[config.mk]
export PLATFORM = sky130hd
export DESIGN_NAME = rat_io_responder
export DESIGN_NICKNAME = d
export VERILOG_FILES = /design/src/rtl/rat_io_pkg.sv /design/src/rtl/rat_debounce.sv /design/src/rtl/rat_io_responder.sv
export SDC_FILE = /design/constraint.sdc
export NUM_CORES = 1
export LEC_CHECK = 0
export ABC_AREA = 1
export ABC_CLOCK_PERIOD_IN_PS = 4000
export CORE_UTILIZATION = 25
export DETAILED_ROUTE_END_ITERATION = 10
export SLEW_MARGIN = 10
export SYNTH_ARGS = -nofsm -noshare
export SYNTH_HDL_FRONTEND = slang
export SYNTH_SLANG_ARGS = --single-unit
[constraint.sdc]
create_clock -name CLK -period 4 [get_ports CLK]
set_input_delay 0.6 -clock CLK [delete_from_list [all_inputs] [get_ports CLK]]
set_output_delay 0.6 -clock CLK [all_outputs]
set_load 0.005 [all_outputs]
[src/rtl/rat_io_pkg.sv]
// RAT I/O responder shared definitions.
// Port-ID map and button count used by the bus responder.
package rat_io_pkg;

  localparam logic [7:0] PID_SW_LO    = 8'h20;
  localparam logic [7:0] PID_SW_HI    = 8'h21;
  localparam logic [7:0] PID_BTN      = 8'h24;
  localparam logic [7:0] PID_LED_LO   = 8'h40;
  localparam logic [7:0] PID_LED_HI   = 8'h41;
  localparam logic [7:0] PID_INT_MASK = 8'h7D;
  localparam logic [7:0] PID_INT_PEND = 8'h7E;
  localparam logic [7:0] PID_INT_ACK  = 8'h7F;
  localparam logic [7:0] PID_SSEG     = 8'h81;

  localparam int NUM_BTN = 4;

endpackage

[src/rtl/rat_debounce.sv]
// Single-bit synchronizer and debouncer.
// Level is accepted only after it differs for DEBOUNCE_CYCLES cycles.
module rat_debounce #(
  parameter int DEBOUNCE_CYCLES = 500000
) (
  input  logic clk,
  input  logic reset,
  input  logic raw,
  output logic level
);

  localparam int CW = (DEBOUNCE_CYCLES > 2) ?
                      $clog2(DEBOUNCE_CYCLES) : 1;
  localparam logic [CW-1:0] CNT_LAST = CW'(DEBOUNCE_CYCLES - 1);

  logic          meta;
  logic          sync;
  logic [CW-1:0] cnt;

  // Two-flop synchronizer for the asynchronous pin.
  always_ff @(posedge clk) begin
    if (reset) begin
      meta <= 1'b0;
      sync <= 1'b0;
    end else begin
      meta <= raw;
      sync <= meta;
    end
  end

  // Count cycles of disagreement; flip the output once it lasts long enough.
  always_ff @(posedge clk) begin
    if (reset) begin
      cnt   <= '0;
      level <= 1'b0;
    end else if (sync == level) begin
      cnt <= '0;
    end else if (cnt == CNT_LAST) begin
      cnt   <= '0;
      level <= ~level;
    end else begin
      cnt <= cnt + 1'b1;
    end
  end

endmodule

[src/rtl/rat_io_responder.sv]
// RAT CPU I/O bus responder for the Basys3 board.
// Output registers, input decode, button debounce and interrupt logic.
module rat_io_responder
  import rat_io_pkg::*;
#(
  parameter int DEBOUNCE_CYCLES = 500000
) (
  input  logic        CLK,
  input  logic        RESET,
  input  logic [7:0]  PORT_ID,
  input  logic [7:0]  OUT_PORT,
  input  logic        IO_STRB,
  output logic [7:0]  IN_PORT,
  output logic        INT,
  input  logic [15:0] SWITCHES,
  input  logic [3:0]  BUTTONS,
  output logic [15:0] LEDS,
  output logic [7:0]  SSEG_VAL
);

  logic [15:0]        sw_meta;
  logic [15:0]        sw_sync;
  logic [NUM_BTN-1:0] btn_db;
  logic [NUM_BTN-1:0] btn_db_q;
  logic [NUM_BTN-1:0] btn_rise;
  logic [NUM_BTN-1:0] int_mask;
  logic [NUM_BTN-1:0] pending;
  logic [NUM_BTN-1:0] ack;

  for (genvar i = 0; i < NUM_BTN; i++) begin : g_btn
    rat_debounce #(
      .DEBOUNCE_CYCLES(DEBOUNCE_CYCLES)
    ) u_db (
      .clk  (CLK),
      .reset(RESET),
      .raw  (BUTTONS[i]),
      .level(btn_db[i])
    );
  end

  assign btn_rise = btn_db & ~btn_db_q;
  assign ack = (IO_STRB && PORT_ID == PID_INT_ACK) ?
               OUT_PORT[3:0] : '0;

  // Switch synchronizer.
  always_ff @(posedge CLK) begin
    if (RESET) begin
      sw_meta <= '0;
      sw_sync <= '0;
    end else begin
      sw_meta <= SWITCHES;
      sw_sync <= sw_meta;
    end
  end

  // CPU-writable output registers and interrupt mask.
  always_ff @(posedge CLK) begin
    if (RESET) begin
      LEDS     <= '0;
      SSEG_VAL <= '0;
      int_mask <= '0;
    end else if (IO_STRB) begin
      case (PORT_ID)
        PID_LED_LO:   LEDS[7:0]  <= OUT_PORT;
        PID_LED_HI:   LEDS[15:8] <= OUT_PORT;
        PID_SSEG:     SSEG_VAL   <= OUT_PORT;
        PID_INT_MASK: int_mask   <= OUT_PORT[3:0];
        default:      ;
      endcase
    end
  end

  // Press-event latch; a new press beats a same-cycle acknowledge.
  always_ff @(posedge CLK) begin
    if (RESET) begin
      btn_db_q <= '0;
      pending  <= '0;
      INT      <= 1'b0;
    end else begin
      btn_db_q <= btn_db;
      pending  <= (pending & ~ack) | btn_rise;
      INT      <= |(pending & int_mask);
    end
  end

  // Zero-latency read decode.
  always_comb begin
    IN_PORT = 8'h00;
    case (PORT_ID)
      PID_SW_LO:    IN_PORT = sw_sync[7:0];
      PID_SW_HI:    IN_PORT = sw_sync[15:8];
      PID_BTN:      IN_PORT = {4'b0, btn_db};
      PID_INT_MASK: IN_PORT = {4'b0, int_mask};
      PID_INT_PEND: IN_PORT = {4'b0, pending};
      default:      IN_PORT = 8'h00;
    endcase
  end

endmodule

==> flow_metrics.tcl, run 1 <==
set metrics [dict create \
    outcome "complete, no violations" \
    finalSetupViolCount 0 \
    pwr-share-seq_pct 48.1 \
    synth_nets 1051 \
    grt.total_usage_pct 11.2 \
    portBuffers 71 \
    min_to "sw_sync[1]" \
    required_ns 3.40 \
    hold_path.startpoint "sw_meta[1]" \
    p_switching_uw 706 \
    initial_core_util_pct 25.4 \
    syn_inst 1008 \
    clkTransAtPathRegs_ns 0.06 \
    ys_seq_area_share_pct 44.5 \
    gp_congestion 0.835 \
    antenna_found_initial 0 \
    synth_top_area_cell "dfxtp_1" \
    wire_per_inst_um 10.6 \
    clkPwrFrac_pct 48.6 \
    critPathMaxStageDelay_ns 0.55 \
    synth_area_per_cell_um2 7.01 \
    pwr-share-comb_pct 3.3 \
    ys_ff_latch 157 \
    p_sw_share_pct 21.3 \
    fin_skew_ns 0.00957 \
    grt_pass1_vias 5696 \
    worstPathMaxFanout 8 \
    wl_um 15600 \
    htreeDepth 4 \
    cp-start-kind "input pin" \
    r2r-end "g_btn[1].u_db.cnt[9]" \
    final_area_mm2 0.00871 \
    drv_slew 0 \
    vdd_drop_max_mv 0.290 \
    core_mm2 0.0278 \
    clock_sinks 157 \
    antenna_left 0 \
    cts_tree "yes" \
    min_period_ns 3.34 \
    root_buffer "clkbuf_16" \
    rsz0062_at_grt "false" \
    crit_type "input pin to primary output" \
    insertion_delay_ns 0.42 \
    postCtsSetupBuffers 0 \
    yosysWarnings 0 \
    fmax_mhz 299 \
    hold_class "flop to flop" \
    crit_chain "clkdlybuf4s50_1, inv_2, nand4_1, nor2_1, nand2_1, nand2_1, clkdlybuf4s50_1" \
    drc 0 \
    ios 72 \
    reg2reg_slack_ns 2.26 \
    die_x_um 170 \
    area_delta_synth_final_pct 23.3 \
    dr_total_vias 6057 \
    die_area_mm2 0.0289 \
    die_height_um 170 \
    critPathArrivalTime_ns 2.74 \
    final_cell_mix "nand2_1 (233), nor2_1 (221), dfxtp_1 (157)" \
    tns_ns 0 \
    rr_startpoint "g_btn[1].u_db.cnt[0]" \
    whs_ns 0.400 \
    ctsLongestPathBuffers 2 \
    cp_slowest_cell "clkdlybuf4s50_1" \
    leakagePower_uw 0.00310 \
    grt_max_degree 53 \
    drive_above_1_share_pct 6.49 \
    powerDensity_mw_per_mm2 380 \
    period_share_pct 83.5 \
    synth_area_leaders "dfxtp_1 (44%), nand2_1 (12%), nor2_1 (12%), inv_1 (7.0%), nand3_1 (4.3%)" \
    ctsHoldBuffers 0 \
    placed_area_mm2 0.00813 \
    cts_made_buffers 17 \
    vias_per_cell 4.11 \
    final_common_cell "nand2_1" \
    intPower_uw 2600 \
    drt_iter0_markers 357 \
    hpwl_um 11400 \
    r2r_cells 6 \
    antenna_cells 0 \
    first_pass_iters 5 \
    yosysUniqueCellTypes 36 \
    nets 1124 \
    fp-row-count 61 \
    synth_area_mm2 0.00707 \
    cts-resized-gates 0 \
    cp-end-kind "primary output" \
    tightest_slew_ns 0.749 \
    synth.top_cell.area_share_pct 44.5 \
    slew_headroom_pct 49.8 \
    grt_pass1_wl_um 26100 \
    min_path_cells 2 \
    utilization_pct 31.4 \
    max-cap-violations 0 \
    gr-total-overflow 0 \
    finalHoldViolCount 0 \
]
==> cell type report <==
cell class / count / area (µm²)
well taps: 378 / 473
multi-input cells: 696 / 3280
fillers: 3031 / 19100
clock inverters: 9 / 110
repair buffers: 72 / 713
clock buffers: 23 / 478
inverters: 137 / 514
flip-flops and latches: 157 / 3140
==> metrics by stage <==
| stage | power [µW] | setup WS [ns] | std cells |
|---|---|---|---|
| finish | 3310 | 0.661 | 1472 |
| global route | 3440 | 0.484 | 1472 |
| CTS | 3360 | 0.645 | 1472 |
| detailed placement | 1740 | 0.659 | 1440 |
| global placement | 1740 | 0.682 | 1440 |
| floorplan | 1680 | 2.03 | 1008 |
==> sequential cells by signal, indices dropped and copies added (netlist names) <==
signal	cells
g_btn.u_db.cnt	76
sw_sync	16
g_btn.u_db.level	4
g_btn.u_db.sync	4
sw_meta	16
int_mask	4
LEDS	16
pending	4
SSEG_VAL	8
INT	1
btn_db_q	4
g_btn.u_db.meta	4
==> synthesized netlist by cell type (all sizes together) <==
cell type / number
nor2: 242
nand2: 236
dfxtp: 157
inv: 137
nand3: 62
a21oi: 45
o21ai: 33
xor2: 24
buf: 16
nand4: 13
nor3: 11
xnor2: 11
o21bai: 5
a22o: 4
ha: 4
or2: 4
clkbuf: 2
a41oi: 1
nand3b: 1
==> routing by layer <==
metal / part of all wire [%] / GRT usage [%] / up-vias / wire (µm)
li1: - / - / 3249 / -
met1: 48 / 13.8 / 2692 / 7540
met2: 46 / 18.4 / 91 / 7130
met3: 3.8 / 2.86 / 25 / 587
met4: 1.9 / 4.94 / 0 / 301
met5: 0 / 0 / - / 0
==> worst max path at each step <==
stage / startpoint / cells after the start / to
floorplan: PORT_ID[2] / 4 / IN_PORT[4]
global placement: PORT_ID[0] / 7 / IN_PORT[1]
detailed placement: PORT_ID[0] / 6 / IN_PORT[5]
CTS: PORT_ID[0] / 7 / IN_PORT[1]
global route: PORT_ID[6] / 8 / IN_PORT[0]
finish: PORT_ID[0] / 7 / IN_PORT[3]
==> critical path: cells and delay by family <==
family                 cells  cell delay (ns)
and+or+nand+nor            4             0.90
buffers and inverters      3             1.23
==> cell families after synthesis <==
logic type | after synthesis | synth area share, %
AND/OR/NAND/NOR | 569 | 34.2
adder cells (fa/ha/maj) | 4 | 0.708
buffers and inverters | 155 | 9.07
flip-flops | 157 | 44.5
AO/OA/AOI/OAI | 88 | 7.21
XOR/XNOR | 35 | 4.34
==> power by group through the flow <==
stage	logic [µW]	registers [µW]	clock network [µW]
after floorplan	57.9	1620	0
after global placement	109	1630	0
after detailed placement	111	1630	0
after CTS	111	1590	1660
after global routing	124	1590	1730
final	109	1590	1610
Note: power is estimated with default switching activity, not from simulation.
==> inputs of run 2 (changes only) <==
--- a/config.mk
+++ b/config.mk
@@ -6,7 +6,7 @@
 export NUM_CORES = 1
 export LEC_CHECK = 0
 export ABC_AREA = 1
-export ABC_CLOCK_PERIOD_IN_PS = 4000
+export ABC_CLOCK_PERIOD_IN_PS = 2800
 export CORE_UTILIZATION = 25
 export DETAILED_ROUTE_END_ITERATION = 10
 export SLEW_MARGIN = 10
==> constraint.sdc (replaced) <==
create_clock -name CLK -period 2.8 [get_ports CLK]
set_input_delay 0.42 -clock CLK [delete_from_list [all_inputs] [get_ports CLK]]
set_output_delay 0.42 -clock CLK [all_outputs]
set_load 0.005 [all_outputs]
==> run 2 against run 1 <==
- via count increased by 0.99%
- register-to-register slack got worse by 1.2 ns
- critical endpoint is now IN_PORT[7]
- final area increased by 0.59%
==> flow_metrics.tcl, run 2 (synthesized netlist as in run 1, its figures left out) <==
set metrics [dict create \
    rsz0062_at_grt "false" \
    root_buffer "clkbuf_16" \
    wire_per_inst_um 10.5 \
    cts_made_buffers 17 \
    insertion_delay_ns 0.42 \
    finalSetupViolCount 0 \
    critPathMostFrequentCell "clkdlybuf4s50_1" \
    p_sw_share_pct 23.5 \
    wl_um 15600 \
    pwr-share-comb_pct 3.4 \
    drt_iter0_markers 350 \
    largest_reg_flops 76 \
    tns_ns 0 \
    fp-row-count 61 \
    intPower_uw 3600 \
    hpwl_um 11500 \
    final_area_mm2 0.00876 \
    regMostFlops "g_btn.u_db.cnt" \
    clock_sinks 157 \
    drive_above_1_share_pct 7.35 \
    final_cell_mix "nand2_1 (233), nor2_1 (221), dfxtp_1 (157)" \
    vdd_drop_max_mv 0.399 \
    die_area_mm2 0.0289 \
    cp-end-kind "primary output" \
    ctsHoldBuffers 0 \
    ctsLongestPathBuffers 2 \
    required_ns 2.38 \
    fmax_mhz 375 \
    grt_max_degree 32 \
    placed_area_mm2 0.00819 \
    crit_chain "clkdlybuf4s50_1, nor2_1, nand3_1, nor2_4, buf_4, a22o_1, clkdlybuf4s50_1" \
    first_pass_iters 7 \
    final_common_cell "nand2_1" \
    htreeDepth 4 \
    core_mm2 0.0278 \
    clkPwrFrac_pct 48.3 \
    finalHoldViolCount 0 \
    tightest_slew_ns 0.678 \
    clkTransAtPathRegs_ns 0.07 \
    dp_cells 1448 \
    pwr-share-seq_pct 48.3 \
    antenna_found_initial 0 \
    grt.total_usage_pct 11.3 \
    gr-total-overflow 0 \
    critical_path.top_delay_family "buffers and inverters" \
    period_share_pct 95.3 \
    grt_pass1_vias 5636 \
    postCtsSetupBuffers 0 \
    ios 72 \
    critPathMaxStageDelay_ns 0.50 \
    slew_headroom_pct 54.6 \
    crit_type "input pin to primary output" \
    p_switching_uw 1100 \
    initial_core_util_pct 25.4 \
    critPathArrivalTime_ns 2.25 \
    portBuffers 71 \
    die_height_um 170 \
    outcome "complete, no violations" \
    leakagePower_uw 0.00315 \
    fin_skew_ns 0.00986 \
    fillers 3030 \
    dr_total_vias 6117 \
    antenna_left 0 \
    vias_per_cell 4.13 \
    gp_congestion 0.838 \
    worstPathMaxFanout 5 \
    hold_class "flop to flop" \
    min_period_ns 2.67 \
    cp-start-kind "input pin" \
    antenna_cells 0 \
    crit_buf_inv 3 \
    drv_slew 0 \
    area_delta_synth_final_pct 24.0 \
    drc 0 \
    die_x_um 170 \
    grt_pass1_wl_um 26500 \
    max-cap-violations 0 \
    cp_slowest_cell "clkdlybuf4s50_1" \
    nets 1132 \
    stdcell_count 1480 \
    powerDensity_mw_per_mm2 536 \
    cts_tree "yes" \
    utilization_pct 31.5 \
]
-- run 2: cell types whose count changed in the layout (fill, tap and decap cells not counted), sizes merged --
cell	before	now
clkinv	3	2
clkbuf	23	18
buf	2	10
inv	138	147
bufinv	2	1
clkinvlp	3	1
-- run 2: worst paths after layout --
check	start	endpoint	slack, ns	cells after the start
min	sw_meta[10]	sw_sync[10]	0.40	2
max reg2reg	g_btn[1].u_db.cnt[0]	g_btn[1].u_db.cnt[9]	1.05	6
max	PORT_ID[7]	IN_PORT[7]	0.13	7
min reg2reg	sw_meta[10]	sw_sync[10]	0.40	2
-- run 2: power by group through the flow --
stage	Sequential (µW)	Combinational, µW	Clock [µW]
6_report	2270	160	2270
5_1_grt	2270	179	2430
4_1_cts	2270	161	2330
3_5_place_dp	2320	161	0
3_3_place_gp	2320	158	0
2_1_floorplan	2320	82.8	0
-- run 2: area by class of cell --
class	instances	area (µm²)	share of cell area, %
flip-flops and latches	157	3140	35.9
well taps	378	473	5.40
repair buffers	80	773	8.82
clock buffers	18	429	4.90
multi-input cells	696	3290	37.5
clock inverters	14	145	1.66
inverters	137	514	5.87
-- run 2: what timing repair did --
action                                  4_1_cts  5_1_grt
endpoints found under the hold margin         0        0
gates resized for setup                       0        1
endpoints found under the setup margin        0        5
-- run 2: tightest hold or removal path, cell delays in order, from the launching register on --
cell	delay [ns]
dfxtp_1	0.30
inv_1	0.04
nor2_1	0.03
-- run 2: per-layer routing --
layer | vias up | share of wire [%] | global-route usage (%)
li1 | 3271 | - | -
met1 | 2744 | 49 | 14.4
met2 | 90 | 47 | 18.8
met3 | 12 | 3.1 | 2.65
met4 | 0 | 1.0 | 3.80
met5 | - | 0 | 0
-- run 2: stage by stage --
step,power [µW],worst slack [ns],hold slack [ns]
floorplan,2400,1.19,0.388
global placement,2480,0.167,0.391
detailed placement,2480,0.129,0.392
CTS,4770,0.0935,0.404
global route,4890,0.00788,0.421
finish,4700,0.131,0.402
==> inputs of run 3 (changes only) <==
--- a/config.mk
+++ b/config.mk
@@ -7,7 +7,9 @@
 export LEC_CHECK = 0
 export ABC_AREA = 1
 export ABC_CLOCK_PERIOD_IN_PS = 2800
+export CORE_MARGIN = 2
 export CORE_UTILIZATION = 25
+export CTS_BUF_LIST = sky130_fd_sc_hd__clkbuf_16
 export DETAILED_ROUTE_END_ITERATION = 10
 export SLEW_MARGIN = 10
 export SYNTH_ARGS = -nofsm -noshare
==> run 3 against run 2 <==
- setup slack improved by 0.0060 ns
- routed wire length decreased by 0.57%
- register-to-register slack is essentially flat
- non-clock buffer count unchanged
- clock skew increased by 0.0023 ns
- largest power group unchanged
- critical path type unchanged
==> flow_metrics.tcl, run 3 (synthesized netlist as in run 1, its figures left out) <==
set metrics [dict create \
    hold_path.startpoint "RESET" \
    cp-start-kind "input pin" \
    met1_usage_pct 13.9 \
    busiest_layer "met2" \
    first_pass_iters 5 \
    rr_startpoint "g_btn[1].u_db.cnt[0]" \
    vdd_drop_max_mv 0.401 \
    clock_sinks 157 \
    use_met2_pct 18.6 \
    critPathMaxStageDelay_ns 0.58 \
    area_delta_synth_final_pct 23.6 \
    drv_slew 0 \
    pwr-share-seq_pct 49.7 \
    crit_path_end "IN_PORT[1]" \
    worstPathMaxFanout 4 \
    insertion_delay_ns 0.42 \
    finalSetupViolCount 0 \
    crit_path_start "PORT_ID[1]" \
    intPower_uw 3550 \
    dr_total_vias 6079 \
    outcome "complete, no violations" \
    critPathArrivalTime_ns 2.24 \
    ctsLongestPathBuffers 2 \
    cp_slowest_cell "clkdlybuf4s50_1" \
    tns_ns 0 \
    htreeDepth 4 \
    postCtsSetupBuffers 0 \
    grt_pass1_vias 5733 \
    gp_congestion 0.865 \
    drc 0 \
    nets 1132 \
    antenna_left 0 \
    max-cap-violations 0 \
    wl_um 15500 \
    r2r-end "g_btn[1].u_db.cnt[9]" \
    cp-end-kind "primary output" \
    cts-resized-gates 0 \
    fin_skew_ns 0.0122 \
    finalHoldViolCount 0 \
    drive_above_1_share_pct 7.18 \
    power_uw 4570 \
    placed_area_mm2 0.00819 \
    regMostFlops "g_btn.u_db.cnt" \
    initial_core_util_pct 25.4 \
    min_period_ns 2.66 \
    r2r_cells 6 \
    powerDensity_mw_per_mm2 523 \
    die_x_um 172 \
    rsz0062_at_grt "false" \
    pwr-share-comb_pct 3.5 \
    grt_pass1_wl_um 26600 \
    root_buffer "clkbuf_16" \
    cts_tree "yes" \
    crit_chain "clkdlybuf4s50_1, inv_2, nor3_1, buf_4, nand3_1, nand2_1, nor2_1, nand2_1, clkdlybuf4s50_1" \
    crit_type "input pin to primary output" \
    p_sw_share_pct 22.3 \
    grt_use_met3_pct 3.41 \
    wire_per_inst_um 10.5 \
    p_switching_uw 1020 \
    fmax_mhz 375 \
    antenna_cells 0 \
    grt_max_degree 40 \
    ctsHoldBuffers 0 \
    period_share_pct 95.1 \
    cts_made_buffers 17 \
    portBuffers 71 \
    die_area_mm2 0.0296 \
    leakagePower_uw 0.00313 \
    die_height_um 172 \
    largest_reg_flops 76 \
    final_cell_mix "nand2_1 (233), nor2_1 (221), dfxtp_1 (157)" \
    tightest_slew_ns 0.618 \
    ios 72 \
    core_mm2 0.0278 \
    gr-total-overflow 0 \
    grt.total_usage_pct 11.1 \
    final_area_mm2 0.00874 \
    reg2reg_slack_ns 1.05 \
    final_common_cell "nand2_1" \
    fp-row-count 61 \
    slew_headroom_pct 58.7 \
    clkPwrFrac_pct 46.8 \
    vias_per_cell 4.11 \
    clkTransAtPathRegs_ns 0.06 \
    drt_iter0_markers 268 \
    required_ns 2.38 \
    utilization_pct 31.4 \
    hpwl_um 11400 \
    antenna_found_initial 0 \
    hold_class "input pin to flop" \
]
[run 3: cell count changes in the layout (fill, tap and decap cells not counted), sizes merged]
cell,delta
clkinv,+7
clkbuf,-1
inv,-8
clkinvlp,+1
[run 3: power groups by stage]
stage | combinational (µW) | clock [µW] | sequential [µW]
after floorplan | 82.8 | 0 | 2320
after global placement | 159 | 0 | 2320
after detailed placement | 161 | 0 | 2320
after CTS | 162 | 2210 | 2270
after global routing | 179 | 2320 | 2270
final | 160 | 2140 | 2270
[run 3: worst min path at each step]
stage	cells past startpoint	endpoint	slack [ns]
floorplan	2	g_btn[0].u_db.sync	0.39
global placement	2	sw_sync[5]	0.39
detailed placement	2	sw_sync[0]	0.39
CTS	2	g_btn[2].u_db.meta	0.37
global route	2	sw_sync[10]	0.41
finish	2	g_btn[2].u_db.meta	0.39
[run 3: final cells by class]
class	count	area, µm²
multi-input combinational	696	3290
sequential	157	3140
inverter	137	514
clock buffer	17	425
clock inverter	14	120
timing repair buffer	80	773
fill	3025	19000
tap	378	473
[run 3: through the flow]
step	worst slack [ns]	hold WS, ns	std cells
floorplan	1.19	0.388	1008
global placement	0.115	0.389	1448
detailed placement	0.131	0.392	1448
CTS	0.100	0.373	1479
global route	0.0225	0.409	1479
finish	0.137	0.388	1479
[run 3: worst max-delay path, delay by kind of cell]
family | cells | cell delay, ns
buf+inv | 4 | 1.36
simple gates | 5 | 0.47
[run 3: per-layer routing]
| layer | routed length (µm) | part of all wire [%] |
|---|---|---|
| met2 | 7240 | 47 |
| met3 | 712 | 4.6 |
| met1 | 7410 | 48 |
| met5 | 0 | 0 |
| met4 | 125 | 0.81 |
